**config.mk**
```make
export PLATFORM = sky130hd
export DESIGN_NAME = fifo_uart_tx
export DESIGN_NICKNAME = d
export VERILOG_FILES = /design/src/rtl/fifo_uart_defs_pkg.sv /design/src/rtl/uart_baud_tick.sv /design/src/rtl/fifo_uart_tx.sv
export SDC_FILE = /design/constraint.sdc
export NUM_CORES = 1
export LEC_CHECK = 0
export ABC_CLOCK_PERIOD_IN_PS = 2270
export CORE_MARGIN = 3
export CORE_UTILIZATION = 52
export DETAILED_ROUTE_END_ITERATION = 12
export PLACE_DENSITY = 0.9
export SKIP_CTS_REPAIR_TIMING = 1
export SYNTH_ARGS = -nofsm -noshare
export SYNTH_HDL_FRONTEND = slang
export SYNTH_SLANG_ARGS = --single-unit
```
**constraint.sdc**
```tcl
create_clock -name clk -period 2.27 [get_ports clk]
set_clock_uncertainty 0.15 [all_clocks]
set_input_delay 0.681 -clock clk [delete_from_list [all_inputs] [get_ports clk]]
set_output_delay 0.681 -clock clk [all_outputs]
set_load 0.01 [all_outputs]
```
**src/rtl/fifo_uart_defs_pkg.sv**
```systemverilog
// Shared definitions for the FIFO-draining UART transmitter: state codes,
// line levels and a width helper.
package fifo_uart_defs;

  localparam logic [2:0] S_IDLE  = 3'd0;
  localparam logic [2:0] S_POP   = 3'd1;
  localparam logic [2:0] S_CAPT  = 3'd2;
  localparam logic [2:0] S_START = 3'd3;
  localparam logic [2:0] S_DATA  = 3'd4;
  localparam logic [2:0] S_STOP  = 3'd5;

  localparam logic UART_IDLE  = 1'b1;
  localparam logic UART_START = 1'b0;
  localparam logic UART_STOP  = 1'b1;

  // Counter width able to hold 0..n-1, never narrower than one bit.
  function automatic int idx_w(input int n);
    return (n > 1) ? $clog2(n) : 1;
  endfunction

endpackage

```
**src/rtl/uart_baud_tick.sv**
```systemverilog
// Bit-period counter: counts 0..CLKS_PER_BIT-1, ticks on the last count and
// can be restarted synchronously on a state entry.
module uart_baud_tick #(
  parameter int CLKS_PER_BIT = 16,
  parameter int CNT_W        = 4
) (
  input  logic             clk,
  input  logic             rst,
  input  logic             clr,
  output logic             tick,
  output logic [CNT_W-1:0] count
);

  assign tick = (count == CNT_W'(CLKS_PER_BIT - 1));

  always_ff @(posedge clk or negedge rst) begin
    if (!rst) begin
      count <= '0;
    end else if (clr || tick) begin
      count <= '0;
    end else begin
      count <= count + 1'b1;
    end
  end

endmodule

```
**src/rtl/fifo_uart_tx.sv**
```systemverilog
// Pops bytes from the synchronous FIFO and sends each one as an 8N1 UART
// frame, LSB first. All outputs come straight from flops.
module fifo_uart_tx
  import fifo_uart_defs::*;
#(
  parameter int DATA_WIDTH   = 8,
  parameter int CLKS_PER_BIT = 16
) (
  input  logic                  clk,
  input  logic                  rst,
  input  logic                  fifo_empty,
  input  logic [DATA_WIDTH-1:0] fifo_dout,
  output logic                  read_enable,
  output logic                  tx,
  output logic                  busy,
  output logic                  tx_done,
  output logic [2:0]            state_dbg
);

  localparam int BAUD_W = idx_w(CLKS_PER_BIT);
  localparam int IDX_W  = idx_w(DATA_WIDTH);

  logic [2:0]            state;
  logic [2:0]            state_nxt;
  logic [DATA_WIDTH-1:0] shift_reg;
  logic [DATA_WIDTH-1:0] shift_dn;
  logic [IDX_W-1:0]      bit_idx;
  logic                  bit_last;
  logic                  baud_clr;
  logic                  tick;
  logic [BAUD_W-1:0]     baud_cnt;

  assign state_dbg = state;
  assign shift_dn  = shift_reg >> 1;
  assign bit_last  = (bit_idx == IDX_W'(DATA_WIDTH - 1));
  // The baud counter restarts on every state change so each phase starts at 0.
  assign baud_clr  = (state_nxt != state);

  uart_baud_tick #(
    .CLKS_PER_BIT (CLKS_PER_BIT),
    .CNT_W        (BAUD_W)
  ) u_baud (
    .clk   (clk),
    .rst   (rst),
    .clr   (baud_clr),
    .tick  (tick),
    .count (baud_cnt)
  );

  always_comb begin
    state_nxt = state;
    unique case (state)
      S_IDLE:  if (!fifo_empty) state_nxt = S_POP;
      S_POP:   state_nxt = S_CAPT;
      S_CAPT:  state_nxt = S_START;
      S_START: if (tick) state_nxt = S_DATA;
      S_DATA:  if (tick && bit_last) state_nxt = S_STOP;
      S_STOP:  if (tick) state_nxt = S_IDLE;
      default: state_nxt = S_IDLE;
    endcase
  end

  // FIFO handshake: fifo_empty=0 acts as valid and is only looked at in IDLE;
  // read_enable is a one-cycle pop and fifo_dout is taken the cycle after it.
  always_ff @(posedge clk or negedge rst) begin
    if (!rst) begin
      state       <= S_IDLE;
      tx          <= UART_IDLE;
      read_enable <= 1'b0;
      busy        <= 1'b0;
      tx_done     <= 1'b0;
      shift_reg   <= '0;
      bit_idx     <= '0;
    end else begin
      state       <= state_nxt;
      read_enable <= (state_nxt == S_POP);
      // Raised one count early so the pulse lands on the last STOP cycle.
      tx_done     <= (state == S_STOP) && (baud_cnt == BAUD_W'(CLKS_PER_BIT - 2));
      unique case (state)
        S_IDLE: begin
          tx <= UART_IDLE;
          if (!fifo_empty) busy <= 1'b1;
        end
        S_CAPT: begin
          shift_reg <= fifo_dout;
          bit_idx   <= '0;
          tx        <= UART_START;
        end
        S_START: begin
          if (tick) tx <= shift_reg[0];
        end
        S_DATA: begin
          if (tick) begin
            if (bit_last) begin
              tx <= UART_STOP;
            end else begin
              tx        <= shift_dn[0];
              shift_reg <= shift_dn;
              bit_idx   <= bit_idx + 1'b1;
            end
          end
        end
        S_STOP: begin
          if (tick) busy <= 1'b0;
        end
        default: ;
      endcase
    end
  end

endmodule

```
==> metrics.log <==
[metrics] Synth Cell Area: 1130 sq um
[metrics] VDD IR-drop max: 0.263 mV
[metrics] DR pass1 iterations: 4
[metrics] EDFF count, synth: 0
[metrics] fraction of final layout cells sized beyond drive strength 1: 19.2%
[metrics] met3 track demand over resource: 3.42%
[metrics] fraction of power consumed by the clock network: 32.6%
[metrics] layer with the highest usage after global routing: met2
[metrics] worst path cell trace: clkdlybuf4s50_1
[metrics] Startpoint Class: register
[metrics] WL/cell: 15.1 microns
[metrics] Die W: 52.7 microns
[metrics] Slew @ Worst Pin: 0.362 ns
[metrics] number of standard-cell rows in the floorplan: 16
[metrics] routability-driven placement congestion ratio: 0.834
[metrics] clock root buffer: clkbuf_4
[metrics] Die Outline Area: 2780 sq um
[metrics] share of total power in sequential cells: 60.3%
[metrics] Clk Latency, worst-skew pair: 0.31 ns
[metrics] share of synthesized area occupied by flip-flops and latches: 48.6%
[metrics] part of the power in combinational logic: 7.0%
[metrics] number of distinct library cell variants in the gate-level netlist after synthesis: 33
[metrics] number of nets with antenna violations after routing: 0
[metrics] Pins Over Slew Limit: 0
[metrics] flip-flop count of the largest register, all copies and words added: 8
[metrics] max-cap viol count: 0
[metrics] category of the worst setup path capture point: primary output
[metrics] outcome: completed
[metrics] Synth top area share: 46.3%
[metrics] Die Y-Extent: 52.7 microns
[metrics] Synth area leader: dfrtp_1
[metrics] buffer levels on the longest clock path: 2
[metrics] Detailed Route Iter0 Violations: 18
[metrics] number of CTS-inserted buffers: 3
[metrics] worst endpoint data arrival time: 1.39 ns
[metrics] Crit Path Category: reg -> out
[metrics] post-synthesis sequential element count: 22
[metrics] post-synthesis to final-layout area growth: 20.0%
[metrics] setup repair after global routing missed its margin: no
[metrics] cell type of the slowest stage on the worst timing path: dfstp_2
[metrics] ratio of final minimum period to clock period: 97.8%
[metrics] power density over the cells: 493 nW/um^2
[metrics] synthesized area per cell: 11.3 sq um
[metrics] number of levels in the clock H-tree: 1
[metrics] total cell area at the placement stage: 1320 sq um
[metrics] largest net degree at the start of global routing: 23
[metrics] Final Instance Area: 1360 sq um
[metrics] antenna diode instance count: 0
[metrics] family of cells with the greatest summed delay on the critical path: flip-flops
[metrics] fraction of registers with async set or reset after synthesis: 100%
[metrics] fin crit period: 2.22 ns
[metrics] net switching power: 144 uW
[metrics] number of global-route vias before repair: 824
[metrics] CP peak stage delay: 0.55 ns
[metrics] net count of the finished layout: 136
[metrics] effective utilization at floorplan: 56.1%
[metrics] final setup vio count: 0
[metrics] detailed-route DRC error count: 0
[metrics] post-detailed-placement half-perimeter wirelength: 1600 microns
[metrics] cell leakage power: 0.000622 uW
[metrics] met2 demand-to-capacity share in global routing: 30.0%
[metrics] routing usage on met1: 22.4%
[metrics] via/cell ratio: 5.63
[metrics] biggest fanout along the worst timing path: 2
[metrics] class of the most critical hold timing path: reg -> reg
[metrics] vias post-DR: 828
[metrics] synthesized instance count: 100
[metrics] count of endpoints failing hold in the final timing report: 0
[metrics] maximum operating frequency: 450 MHz
[metrics] CTS clk-pin slew, worst paths: 0.12 ns
[metrics] number of buffer and inverter stages on the critical path: 1
[metrics] aggregate routed wire length: 2210 microns
[metrics] gr ovfl total: 0
[metrics] Setup TNS: 0 ns
[metrics] global-route usage over all layers: 17.9%
[metrics] Sw Ratio: 21.4%
[metrics] Critical Path RT: 1.44 ns
[metrics] flip-flop cell with the highest count after synthesis: dfrtp_1
[metrics] Int Power: 528 uW
[metrics] CTS tree: yes
[metrics] largest cells by area after synthesis: dfrtp_1 (46%), a2bb2oi_2 (9.3%), o22ai_1 (5.0%), ha_1 (4.4%), nand2_1 (3.0%)
[metrics] clock sink count: 22
[metrics] synthesis warning total: 0
[metrics] first-pass GRT wire length: 3570 microns
[metrics] number of top-level design ports: 18
[metrics] Std-Cell Core Area: 2020 sq um
[metrics] worst rel slew slack: 75.6%
[metrics] antenna violations before repair: 0
[metrics] Synth Net Count: 115
[metrics] port buffer count: 17
## synth_stat cells (all sizes together), types with 3 or more instances
library cell	instances
o22ai	9
o21ai	3
a21oi	4
nor2	7
a2bb2oi	8
nand2	9
a22o	3
and2	3
buf	4
dfrtp	21
ha	4
nor3b	3
## metrics by stage
| step | setup WS, ns | util [%] | power, uW | hold WS [ns] | instances |
|---|---|---|---|---|---|
| finish | 0.0499 | 67.3 | 672 | 0.350 | 147 |
| global route | 0.0104 | 67.3 | 705 | 0.371 | 147 |
| CTS | 0.00988 | 67.3 | 682 | 0.348 | 147 |
| detailed placement | 0.249 | 65.5 | 460 | 0.329 | 143 |
| global placement | 0.331 | 65.5 | 458 | 0.324 | 143 |
| floorplan | 0.503 | - | 428 | 0.235 | 100 |
## layout make-up
| class | count | area (sq um) |
|---|---|---|
| Sequential cell | 22 | 553 |
| Fill cell | 147 | 661 |
| Clock buffer | 4 | 36.3 |
| Timing Repair Buffer | 22 | 208 |
| Inverter | 2 | 7.51 |
| Tap cell | 27 | 33.8 |
| Multi-Input combinational cell | 70 | 523 |
## cells in the final DEF, fill, tap and decap left out
master / count
mux2_2: 2
a21o_1: 1
dfrtp_2: 1
a2bb2oi_2: 7
xor2_1: 1
a2bb2oi_1: 1
o21a_1: 1
xnor2_1: 1
a22o_1: 3
o22ai_1: 9
and3_1: 1
and2_4: 1
dfstp_2: 1
nand2b_1: 2
dfrtp_1: 20
o211a_1: 1
clkbuf_4: 3
nor3_1: 2
clkbuf_8: 1
nand2_1: 9
o21ai_0: 3
nor3b_1: 2
ha_1: 4
and2b_2: 1
clkdlybuf4s50_1: 17
nor3b_4: 1
a21oi_1: 4
nor4_1: 1
nand3_1: 2
and2_1: 2
buf_4: 5
inv_1: 2
nor2_1: 7
or2b_1: 1
## power groups by stage
| stage | sequential, uW | clock (uW) | combinational (uW) |
|---|---|---|---|
| after floorplan | 412 | 0 | 16.4 |
| after global placement | 412 | 0 | 45.7 |
| after detailed placement | 413 | 0 | 47.8 |
| after CTS | 405 | 229 | 48.0 |
| after global routing | 406 | 247 | 51.7 |
| final | 405 | 219 | 47.2 |
## cells by family (layout without fill, tap and decap cells)
logic type / Yosys count / in the layout / share of synthesized area (%)
and+or+nand+nor: 32 / 32 / 15.5
AOI/OAI and AO/OA: 30 / 30 / 22.6
DFF: 22 / 22 / 48.6
buffers and inverters: 8 / 28 / 5.29
adders and majority gates: 4 / 4 / 4.41
xor gates and xnor gates: 2 / 2 / 1.54
muxes: 2 / 2 / 1.98
## final timing paths
| kind | from | cells after the start | endpoint | slack, ns |
|---|---|---|---|---|
| worst max-delay path | tx | 1 | tx | 0.05 |
| worst min-delay path | u_baud.count[0] | 1 | u_baud.count[0] | 0.35 |
| worst max register to register | bit_idx[0] | 5 | tx | 0.47 |
| worst min register to register | u_baud.count[0] | 1 | u_baud.count[0] | 0.35 |
| max in group asynchronous | rst | 2 | tx | 1.15 |
| min in group asynchronous | rst | 2 | bit_idx[1] | 0.55 |
## layer usage
layer  vias to the layer above  part of all wire, %
met1                       408                   45
li1                        402                    -
met2                        13                   50
met5                         -                    0
met3                         5                  3.0
met4                         0                  1.7
Power figures use the tool's default switching activity.
